**config.mk**
```make
export PLATFORM = sky130hd
export DESIGN_NAME = pwm_driver
export DESIGN_NICKNAME = d
export VERILOG_FILES = /design/src/rtl/pwm_driver.sv
export SDC_FILE = /design/constraint.sdc
export NUM_CORES = 1
export LEC_CHECK = 0
export BUFFER_PORTS_ARGS = -buffer_cell sky130_fd_sc_hd__buf_4
export CAP_MARGIN = 20
export CELL_PAD_IN_SITES_DETAIL_PLACEMENT = 1
export CELL_PAD_IN_SITES_GLOBAL_PLACEMENT = 1
export CORE_AREA = 8 8 52 62
export CTS_CLUSTER_SIZE = 28
export DETAILED_ROUTE_END_ITERATION = 12
export DIE_AREA = 0 0 60 70
export GPL_ROUTABILITY_DRIVEN = 0
export PLACE_DENSITY_LB_ADDON = 0.1
export SETUP_SLACK_MARGIN = 0.15
export SYNTH_ARGS = -nofsm -noshare
export SYNTH_HDL_FRONTEND = slang
export SYNTH_SLANG_ARGS = --single-unit
export TNS_END_PERCENT = 30
```
**constraint.sdc**
```tcl
create_clock -name clk -period 1.05 [get_ports clk]
set_input_delay 0.21 -clock clk [delete_from_list [all_inputs] [get_ports clk]]
set_output_delay 0.21 -clock clk [all_outputs]
set_load 0.005 [all_outputs]
```
**src/rtl/pwm_driver.sv**
```systemverilog
// pwm_driver: 2^WIDTH-clock PWM, output high while the free-running counter is below the cutoff.
// Define PWM_DRIVER_SHADOW_UPDATE_EN to defer cutoff writes to the period boundary.
module pwm_driver #(
  parameter int unsigned WIDTH = 8
) (
  input  logic             clk,
  input  logic             reset_n,
  input  logic             set_cutoff_en,
  input  logic [WIDTH-1:0] cutoff_value,
  output logic             pwm_out
);

  logic [WIDTH-1:0] r_cnt;
  logic [WIDTH-1:0] r_active_cutoff;
  logic [WIDTH-1:0] w_active_next;
  logic             r_pwm;

`ifdef PWM_DRIVER_SHADOW_UPDATE_EN
  logic [WIDTH-1:0] r_pending_cutoff;
  logic             w_wrap;

  assign w_wrap = (r_cnt == '1);

  always_ff @(posedge clk or negedge reset_n) begin
    if (!reset_n) begin
      r_pending_cutoff <= '0;
    end else if (set_cutoff_en) begin
      r_pending_cutoff <= cutoff_value;
    end
  end

  // A write landing on the wrap edge bypasses pending so it governs the very next period.
  always_comb begin
    w_active_next = r_active_cutoff;
    if (w_wrap) begin
      w_active_next = set_cutoff_en ? cutoff_value : r_pending_cutoff;
    end
  end
`else
  always_comb begin
    w_active_next = r_active_cutoff;
    if (set_cutoff_en) begin
      w_active_next = cutoff_value;
    end
  end
`endif

  always_ff @(posedge clk or negedge reset_n) begin
    if (!reset_n) begin
      r_cnt           <= '0;
      r_active_cutoff <= '0;
      r_pwm           <= 1'b0;
    end else begin
      r_cnt           <= r_cnt + 1'b1;
      r_active_cutoff <= w_active_next;
      r_pwm           <= (r_cnt < r_active_cutoff);
    end
  end

  assign pwm_out = r_pwm;

endmodule

```
-- Word-level counts from Yosys, hierarchy flattened
Cells that the tools add are included.
- divide/modulo/power cells: 0
- bitwise logic cells: 0
- $add $sub $neg: 1
- shift operators: 0
- reduce and logical (&&, ||, !) cells: 0
- equal/unequal tests: 0
- multiplexer cells: 0
- multiply operators: 0
- order comparisons: 1
- operator list (kind ; count):
    8-bit by 1-bit adder with 8-bit output, second input constant ; 1
    8-bit < comparator ; 1
- memories kept: 0
- RAM bits: 0
- logic and storage cells: 5
- ROM bits: 0
- output and inout bits: 1
- bits in latches: 0
- input port bits: 11
- bits in registers: 17

-- Longest topological paths before layout
- depth in word-level cells: 1
- gate-level depth with buffers: 5
- depth with buffers taken out: 5

-- Worst setup path before layout
Ideal clock, no wire load.
- kind: register to register
- start: register r_cnt[2]
- end: register r_pwm (netlist: pwm_out)
- library setup time: 0.077 ns
- clock period less this slack: 1.109 ns
- arrival: 1.031 ns
- stages on the path, launching flop included: 5
- required time: 0.973 ns
- setup slack: -0.059 ns
- buffers on the path: 0
- cell sequence: dfrtp_1 ha_1 a21oi_1 o21ai_0 a21oi_1
- longest elaborated chain between the ends: 1
- ends and longest elaborated chain (item ; line ; source):
    start, declared ; 13 ; logic [WIDTH-1:0] r_cnt;
    start signal, assigned ; 54 ; r_cnt <= r_cnt + 1'b1;
    8-bit < comparator ; 56 ; r_pwm <= (r_cnt < r_active_cutoff);
    end signal, assigned ; 56 ;
    end, declared ; 16 ; logic r_pwm;
Every way passes these cells.
A chain may end at the register's enable or synchronous reset.

-- Final worst setup path
- start: register r_cnt[5]
- end: register r_pwm (netlist: pwm_out)
The elaborated chain is that of the path after synthesis.

==> results.md <==
- Once detail routing completed, the nets flagged for antenna violations numbered 0.
- The finished cells cover 1140 um2.
- The per-cell via count in the routed design is 4.55.
- The half-perimeter wire length after detailed placement is 1.28 mm.
- Traced cell by cell, the critical path runs through ha_1, nand3_2, o211ai_1, a21oi_1.
- In this run, CTS created clock tree buffers numbering 3.
- Setup repair after global routing could not meet its margin everywhere.
- Cells fill 50.4% of the core in the end.
- The total overflow left after global routing is 0.
- The count of unique library cells instantiated by Yosys is 17.
- The deepest clock path buffer count is 2.
- The worst-case IR drop observed on VDD is 711 uV.
- The critical path launch point is r_cnt[5].
- For this run, global-route usage on met3 was measured as 2.01%.
- Cells with a size suffix above 1 make up 44.6% of the layout.
- Power spread over the standard cell area amounts to 1070 nW/um2.
- The maximum operating frequency is 0.892 GHz.
- The net count reported at finish is 121.
- The slew at the pin closest to its max-slew limit is 0.230 ns.
- The average detailed-routed wire length per instance is 13.1 um.
- met2 is the most crowded layer.
- Once the floorplan was initialized, standard cells occupied 35.3% of the core.
- Clock tree synthesis found a total of 17 sinks.
- The routed wire length is 1.72 mm.
- The end point of the critical path is pwm_out.
- On the final layout, the worst clock skew is 0.00242 ns.
- The cell sitting at the root of the clock tree is a sky130_fd_sc_hd__clkbuf_4.
- The minimum setup slack in the final design is -0.0706 ns.
- The mean post-synth cell area is 10.5 um2.
- The worst slew margin relative to its limit is 84.7%.
- Sequential elements use 53.4% of the synthesized area.
- The overall routing resource usage is 9.16%.
- The number of endpoints failing setup at the final stage is 1.
- The final count of hold timing violations is 0.
- The slowest stage of the critical path belongs to the cell sky130_fd_sc_hd__dfrtp_1.
- Once placement finished, the instance area stood at 993 um2.
- The source of the worst register-to-register timing path is r_cnt[5].
- The met1 routing resource usage after global routing is 10.0%.
- The kind of start point of the critical path is a register.
- Timing analysis after detailed placement gives a worst setup slack of -0.104 ns.
- During placement, the flow inserted port buffers numbering 11.
- The count of cells along the worst register-to-register path is 4.
- TritonCTS built the clock tree.
- The start-to-end type of the worst setup path is register to register.
- The area of the core region is 2260 um2.
- Clock-pin slew was measured on the worst setup and hold paths at 0.10 ns.
- Row generation in the floorplan step produced 19 rows.
- STA puts the critical path data arrival time at 1.30 ns.
- The library cells used most frequently in the layout, excluding fill and tap cells, are 17 x sky130_fd_sc_hd__buf_4, 17 x sky130_fd_sc_hd__dfrtp_1, 10 x sky130_fd_sc_hd__nand2_1.
- The final reports fail on setup timing.
- The filler cells instantiated in the layout total 250.
- Summing over every cut layer, the via total after detailed routing is 601.
- The maximum number of pins on one net before global-route repair is 18.
- The synthesis warning total is 0.
- The via count of the first global-routing pass came to 695.
- The growth of design area from synthesis to finish is 42.9%.
- For this block, the initial DRC count from the detailed router was 3.
- The overall die area is 4200 um2.
- The first global-routing pass estimated 2.95 mm of wire.
- 0 antenna diodes ended up in the layout.
- The register bit total from synthesis is 17.
- In this design, the stage delay of the slowest critical-path cell is 0.41 ns.
- The worst hold slack across all endpoints is 0.128 ns.
- The worst register-to-register path has a setup slack of -0.07 ns.
- CTS built an H-tree with a depth of 1.
- The number of iterations in the first detailed-routing pass is 2.
- The initial antenna violation count is 0.
- The number of cells on the critical path is 4.
- The die is 60 um wide.
- The run finished, with violations left.
- For met2 alone, demand over resource in global routing was 16.0%.
- The y dimension of the die is 70 um.
- The cell area after synthesis is 797 um2.
- The residual DRC count is 0.
- The clock latency on the worst-skew pair is 0.28 ns.
- The leakage power total is 0.548 nW.
- The number of nets in the synthesized netlist is 95.
- The worst path in the final design needs a cycle of 1.12 ns, including I/O delays and setup.
- The sum of buffers and inverters on the critical path is 0.
- The category of the worst setup path capture point is a register.
- The portion of the clock cycle consumed by the worst path in the final layout is 107%.
- The number of placed I/O pins is 12.
- The critical path data required time is 1.23 ns.
- The count of pins over their slew limit came to 0.
- The worst hold path belongs to the class input port to register.
- Along the worst path, the maximum fanout reaches 2.
- In this run the critical register-to-register path is captured at pwm_out.
- The kind of cell with the highest combined delay on the critical path is flip-flops.
- Synthesis handed over a netlist of 76 instances.
- Max-cap violations in this run came to 0.
## worst reg2reg max path, stage by stage (launching register included)
cell and delay [ns]:
sky130_fd_sc_hd__dfrtp_1 0.41, sky130_fd_sc_hd__ha_1 0.30, sky130_fd_sc_hd__nand3_2 0.08, sky130_fd_sc_hd__o211ai_1 0.17, sky130_fd_sc_hd__a21oi_1 0.06
## cells in the mapped netlist
cell	n	share of area [%]
sky130_fd_sc_hd__nand3_1	4	2.5
sky130_fd_sc_hd__o21ai_0	8	5.0
sky130_fd_sc_hd__nand2_1	11	5.2
sky130_fd_sc_hd__xor2_1	4	4.4
sky130_fd_sc_hd__nor2_1	3	1.4
sky130_fd_sc_hd__dfrtp_1	17	53
sky130_fd_sc_hd__nand2_2	1	0.79
sky130_fd_sc_hd__buf_2	1	0.63
sky130_fd_sc_hd__nor3_2	1	1.3
sky130_fd_sc_hd__ha_1	8	13
sky130_fd_sc_hd__nor2b_1	1	0.79
sky130_fd_sc_hd__inv_1	8	3.8
sky130_fd_sc_hd__xnor2_1	2	2.2
sky130_fd_sc_hd__a21oi_1	4	2.5
sky130_fd_sc_hd__mux2_2	1	1.4
sky130_fd_sc_hd__o211ai_1	1	0.94
sky130_fd_sc_hd__nand3_2	1	1.3
## area by class of cell
class | instances | area [um2] | area share (%)
well taps | 31 | 38.8 | 3.41
repair buffers | 22 | 183 | 16.0
multi-input cells | 50 | 435 | 38.2
flip-flops and latches | 17 | 425 | 37.4
inverters | 8 | 30.0 | 2.64
clock buffers | 4 | 26.3 | 2.31
## power breakdown
part	switching (mW)	internal [mW]	total, mW
Combinational	0.0850	0.0864	0.171
Clock	0.200	0.147	0.348
Sequential	0.0128	0.687	0.700
Total	0.298	0.921	1.22
## routing by layer
layer / vias up / share of wire [%]
li1: 300 / -
met5: - / 0
met3: 2 / 3.2
met1: 291 / 42
met2: 8 / 54
met4: 0 / 0.81
## repair_timing
item | CTS | global route
pin swaps | 12 | 10
hold buffers | 1 | 0
hold endpoints to repair | 17 | 0
gates resized for setup | 11 | 11
buffers inserted | 1 | 0
setup endpoints to repair | 7 | 8
## stage by stage
stage	power (mW)	std cells	setup TNS [ns]
3_3_place_gp	0.848	126	-0.0732
6_report	1.22	132	-0.0706
2_1_floorplan	0.781	76	-0.0351
5_1_grt	1.29	132	-0.265
3_5_place_dp	0.855	126	-0.104
4_1_cts	1.22	132	-0.0963
## how the worst min path moves through the flow
stage,from,endpoint,slack [ns],cells after the start
6_report,cutoff_value[3],r_active_cutoff[3],0.13,3
5_1_grt,cutoff_value[2],r_active_cutoff[2],0.13,3
4_1_cts,cutoff_value[3],r_active_cutoff[3],0.13,3
3_5_place_dp,reset_n,r_cnt[7],0.09,1
3_3_place_gp,reset_n,r_cnt[7],0.09,1
2_1_floorplan,reset_n,pwm_out,-0.09,0
## flip-flops by register name (all words and copies together) (netlist names)
| register | cells |
|---|---|
| r_cnt | 8 |
| r_active_cutoff | 8 |
| pwm_out | 1 |
## logic make-up after synthesis
| family | count (synthesis) | share of synthesized area, % |
|---|---|---|
| muxes | 1 | 1.41 |
| adders and majority gates | 8 | 12.6 |
| and+or+nand+nor | 22 | 13.2 |
| AOI/OAI and AO/OA | 13 | 8.48 |
| buffers and inverters | 9 | 4.40 |
| DFF | 17 | 53.4 |
| xor gates and xnor gates | 6 | 6.59 |
(Power assumes the default switching activity.)
